File: src/rtl/imgproc_pkg.sv
// imgproc_pkg: shared constants and FSM state type for the greyscale + 3x3 convolution pipeline
package imgproc_pkg;
   localparam int COORD_W      = 11;
   localparam int DEF_IMG_W    = 640;
   localparam int DEF_IMG_H    = 480;
   localparam int DEF_PIPE_LAT = 3;
   typedef enum logic [1:0] {IDLE = 2'd0, FILL = 2'd1, RUN = 2'd2, DRAIN = 2'd3} state_e;
endpackage

File: src/rtl/imgproc_seq_valid_delay.sv
// valid_delay: LAT-deep single-bit shift chain with synchronous clear
// Ports: clk/rst clock and async active-high reset, clr sync clear of all stages,
//        d bit entering the chain, q bit leaving it LAT clocks later
module valid_delay #(
   parameter int LAT = 3
) (
   input  logic clk,
   input  logic rst,
   input  logic clr,
   input  logic d,
   output logic q
);
   logic [LAT-1:0] sr;
   always_ff @(posedge clk or posedge rst)
      if (rst) sr <= '0;
      else sr <= clr ? '0 : LAT'({sr, d});
   assign q = sr[LAT-1];
endmodule

File: src/rtl/imgproc_seq.sv
// imgproc_seq: pixel position counting, output-valid qualification and frame-stable kernel direction
// Ports: iCLK/iRST clock and async active-high reset; iDVAL input pixel valid; iSOF start-of-frame resync;
//        iDIR_SEL requested direction; oVERTICAL applied direction; oDVAL output valid;
//        oX/oY position of next input pixel; oFRAME_DONE end-of-frame pulse; oSTATE FSM state
module imgproc_seq
   import imgproc_pkg::*;
#(
   parameter int IMG_W     = DEF_IMG_W,
   parameter int IMG_H     = DEF_IMG_H,
   parameter int FILL_ROWS = 2,
   parameter int FILL_COLS = 2,
   parameter int PIPE_LAT  = DEF_PIPE_LAT
) (
   input  logic               iCLK,
   input  logic               iRST,
   input  logic               iDVAL,
   input  logic               iSOF,
   input  logic               iDIR_SEL,
   output logic               oVERTICAL,
   output logic               oDVAL,
   output logic [COORD_W-1:0] oX,
   output logic [COORD_W-1:0] oY,
   output logic               oFRAME_DONE,
   output logic [1:0]         oSTATE
);
   localparam logic [1:0] S_IDLE  = IDLE;
   localparam logic [1:0] S_FILL  = FILL;
   localparam logic [1:0] S_RUN   = RUN;
   localparam logic [1:0] S_DRAIN = DRAIN;
   localparam logic [COORD_W-1:0] X_LAST = COORD_W'(IMG_W - 1);
   localparam logic [COORD_W-1:0] Y_LAST = COORD_W'(IMG_H - 1);
   localparam logic [COORD_W-1:0] X_FILL = COORD_W'(FILL_COLS);
   localparam logic [COORD_W-1:0] Y_FILL = COORD_W'(FILL_ROWS);
   localparam int CW = $clog2(PIPE_LAT + 1);
   localparam logic [CW-1:0] CNT_LOAD = CW'(PIPE_LAT - 1);
   logic x_end, eof, qual, drain_done;
   logic [CW-1:0] cnt;
   always_comb begin
      x_end       = oX == X_LAST;
      eof         = iDVAL && x_end && oY == Y_LAST;
      qual        = iDVAL && oY >= Y_FILL && oX >= X_FILL;
      // the drain counter is loaded with PIPE_LAT-1 so that zero coincides with the last output leaving
      drain_done  = oSTATE == S_DRAIN && cnt == '0;
      oFRAME_DONE = drain_done && !iSOF;
   end
   always_ff @(posedge iCLK or posedge iRST)
      if (iRST) begin
         oX <= '0;
         oY <= '0;
      end else if (iSOF) begin
         // a pixel arriving with SOF is the (0,0) pixel of the new frame
         oX <= COORD_W'(iDVAL);
         oY <= '0;
      end else if (iDVAL) begin
         oX <= x_end ? '0 : oX + 1'b1;
         oY <= x_end ? (oY == Y_LAST ? '0 : oY + 1'b1) : oY;
      end
   always_ff @(posedge iCLK or posedge iRST)
      if (iRST) begin
         oSTATE    <= S_IDLE;
         oVERTICAL <= 1'b0;
         cnt       <= '0;
      end else if (iSOF) begin
         oSTATE    <= S_FILL;
         oVERTICAL <= iDIR_SEL;
      end else if (oSTATE == S_IDLE && iDVAL) begin
         oSTATE    <= S_FILL;
         oVERTICAL <= iDIR_SEL;
      end else if (oSTATE == S_FILL && oX == '0 && oY == Y_FILL) begin
         oSTATE <= S_RUN;
      end else if (oSTATE == S_RUN && eof) begin
         oSTATE <= S_DRAIN;
         cnt    <= CNT_LOAD;
      end else if (drain_done) begin
         oSTATE    <= S_FILL;
         oVERTICAL <= iDIR_SEL;
      end else if (oSTATE == S_DRAIN) begin
         cnt <= cnt - 1'b1;
      end
   valid_delay #(.LAT(PIPE_LAT)) u_dly (
      .clk(iCLK),
      .rst(iRST),
      .clr(iSOF),
      .d  (qual),
      .q  (oDVAL)
   );
endmodule

File: config.mk
export PLATFORM = sky130hd
export DESIGN_NAME = imgproc_seq
export DESIGN_NICKNAME = d
export VERILOG_FILES = /design/src/rtl/imgproc_pkg.sv /design/src/rtl/imgproc_seq_valid_delay.sv /design/src/rtl/imgproc_seq.sv
export SDC_FILE = /design/constraint.sdc
export NUM_CORES = 1
export LEC_CHECK = 0
export BUFFER_PORTS_ARGS = -buffer_cell sky130_fd_sc_hd__buf_2
export CAP_MARGIN = 5
export CORE_ASPECT_RATIO = 0.9
export CORE_MARGIN = 2
export CORE_UTILIZATION = 38
export CTS_BUF_LIST = sky130_fd_sc_hd__clkbuf_4 sky130_fd_sc_hd__clkbuf_8
export DETAILED_ROUTE_END_ITERATION = 10
export GPL_TIMING_DRIVEN = 0
export SLEW_MARGIN = 20
export SYNTH_ARGS = -nofsm -noshare
export SYNTH_HDL_FRONTEND = slang
export SYNTH_SLANG_ARGS = --single-unit
File: constraint.sdc
create_clock -name iCLK -period 1.95 [get_ports iCLK]
set_input_delay 0.2925 -clock iCLK [delete_from_list [all_inputs] [get_ports iCLK]]
set_output_delay 0.2925 -clock iCLK [all_outputs]
set_load 0.01 [all_outputs]
==> reports/results.txt <==
Die Ht = 66.9 µm
Final Routed Wirelength = 3880 µm
Worst setup EP type = flop
Synth Register Bits = 30
Critical Path RT = 2.12 ns
Hold Fails Final Rpt = 0
# IOs = 32
full die area = 4940 µm²
Primary FF master, synth = dfrtp_1
Syn Area/Cell = 9.28 µm²
core area = 4160 µm²
outcome = complete, no violations
H-tree depth = 2
Final Setup Violations = 0
Num CTS Buffers = 5
CTS tree = done
Num Clock Sinks = 30
crit path DAT = 2.08 ns
PwrDens = 608 nW/µm²
most frequent cells in the layout = buf_2, dfrtp_1, nand2_1
vias per cell = 5.19
Port Buf Inserts = 31
Ys Warns = 0
clk buf depth = 2
largest net degree at the start of global routing = 31
Post-route DRC = 0
Yosys top cell by area = dfrtp_1
HPWL Detailed = 2590 µm
clock root cell = clkbuf_8
fin crit period = 1.91 ns
Site Rows = 22
skew final = 0.00503 ns
routed length on met1 = 1940 µm
worst path cell trace = or4_1 > or4_4 > nor4_4 > buf_4 > o21ai_1
insertion delay to the later sink of the worst-skew pair = 0.29 ns
fin util = 49.7%
cell area after synthesis = 1670 µm²
post-route cell area = 2060 µm²
Antenna Violating Nets Remaining = 0
Total GRT Usage = 17.9%
share of cells above drive strength 1 = 28.1%
first-pass GRT wire length = 6620 µm
Initial DRT Pass Iterations = 4
Post-synth EDFFs = 0
Max Clk Rate = 0.524 GHz
DR WL/cell = 13.7 µm
sequential area share after synthesis = 44.9%
Yosys cell types = 41
vias in the first global route = 1369
dpl cell area = 1900 µm²
initial core utilization = 40.2%
worst reg2reg path startpoint = oX[2]
Worst Hold Class = primary input to async pin
P_leak = 0.945 nW
Final Cycle Share = 97.9%
Slew @ Worst Pin = 0.630 ns
cell count after synthesis = 180
worst setup path startpoint = oX[2]
CP startpoint kind = flop
maxcap violations = 0
wire length on met3 = 195 µm
RSZ-0062 raised after global routing = true
maximum VDD drop = 0.000484 V
clock slew seen by the registers of the worst setup and hold paths = 0.06 ns
nets = 234
CP max stage cell = or4_1
Setup CP Type = flop to flop
initial antenna violation count = 0
GRT Residual Overflow = 0
DRC marker count from the first detailed-route iteration = 73
Inserted Diodes = 0
Synth top area share = 44.9%
top layer in use = met4
relative slew slack = 58.0%
largest stage delay on the critical path = 0.52 ns
routability-driven placement congestion ratio = 0.780
total number of vias = 1473
post-synthesis async set-or-reset flop share = 100%
met2 WL = 1710 µm
Synth area leaders = dfrtp_1, nand2_1, ha_1, nor2_1, o21ai_0
crit-path max FO = 2
fillers = 411
Net Count, Synth = 191
commonest non-fill, non-tap cell in the layout = buf_2
fin. max-slew vios = 0
Die W = 73.9 µm
area delta synth->final = 23.6%
## logic make-up (layout without fill, tap and decap cells)
logic type,Yosys count,after routing,synth area share (%)
compound gates,31,31,11.5
buf+inv,12,56,3.07
flops,30,30,44.9
xor+xnor,8,8,4.19
simple gates,92,92,31.1
fa+ha+maj,6,6,4.49
mux,1,1,0.674
## Yosys cell counts, types with 6 or more instances
cell type / instances
nand3_1: 9
nand2_1: 22
ha_1: 6
o21ai_0: 13
dfrtp_1: 30
inv_1: 7
nor2_1: 20
nor4_1: 6
## path summary, 6_finish.rpt
kind                               end  slack (ns)  cells after the start
setup reg to reg             oSTATE[0]        0.04                      5
min in group iCLK            oVERTICAL        0.24                      2
hold / removal             u_dly.sr[0]        0.08                      2
setup / recovery             oSTATE[0]        0.04                      5
max in group asynchronous        oX[2]        1.42                      2
hold reg to reg            u_dly.sr[1]        0.48                      1
## worst max-delay path: cells and delay by family, from the launching register on
kind / cells / cell delay, ns
and+or+nand+nor: 3 / 1.17
DFF: 1 / 0.41
buffers and inverters: 1 / 0.17
AOI/OAI and AO/OA: 1 / 0.05
## through the flow
step	hold slack, ns	cells	TNS [ns]	power, mW	worst slack, ns
2_1_floorplan	0.383	180	-0.0151	0.703	-0.0151
3_3_place_gp	0.445	271	-1.37	0.731	-0.143
3_5_place_dp	0.424	271	-1.42	0.732	-0.163
4_1_cts	0.110	286	-0.246	1.27	-0.0929
5_1_grt	0.134	284	-0.0258	1.33	-0.0156
6_report	0.0833	284	0	1.26	0.0412
## registers in the layout, summed over array words and instances (netlist names)
signal	cells
oX	11
oSTATE	2
oY	11
cnt	2
oVERTICAL	1
u_dly.sr	3
## final cells by class
cell class | instances | area (µm²) | share of cell area, %
clock inverter | 1 | 5.00 | 0.242
sequential | 30 | 754 | 36.5
tap | 60 | 75.1 | 3.64
buffer | 3 | 11.3 | 0.545
clock buffer | 7 | 90.1 | 4.36
inverter | 7 | 26.3 | 1.27
timing repair buffer | 38 | 208 | 10.1
multi-input combinational | 138 | 895 | 43.3
## power breakdown
group	internal [mW]	leakage [nW]	switching, mW
clock	0.298	0.0517	0.235
combinational	0.0288	0.488	0.0539
sequential	0.630	0.405	0.00904
total	0.957	0.945	0.298
## routing by layer
metal | up-vias | global-route usage [%]
met3 | 5 | 6.66
met5 | - | 0
li1 | 728 | -
met4 | 0 | 5.68
met1 | 700 | 25.7
met2 | 40 | 24.6
## repair_timing
item | 4_1_cts | 5_1_grt
setup buffers | 7 | 0
resized for setup | 3 | 7
hold buffers | 0 | 0
setup endpoints to repair | 18 | 17
pin swaps | 5 | 3
No activity file was read; power rests on OpenSTA's default activity.
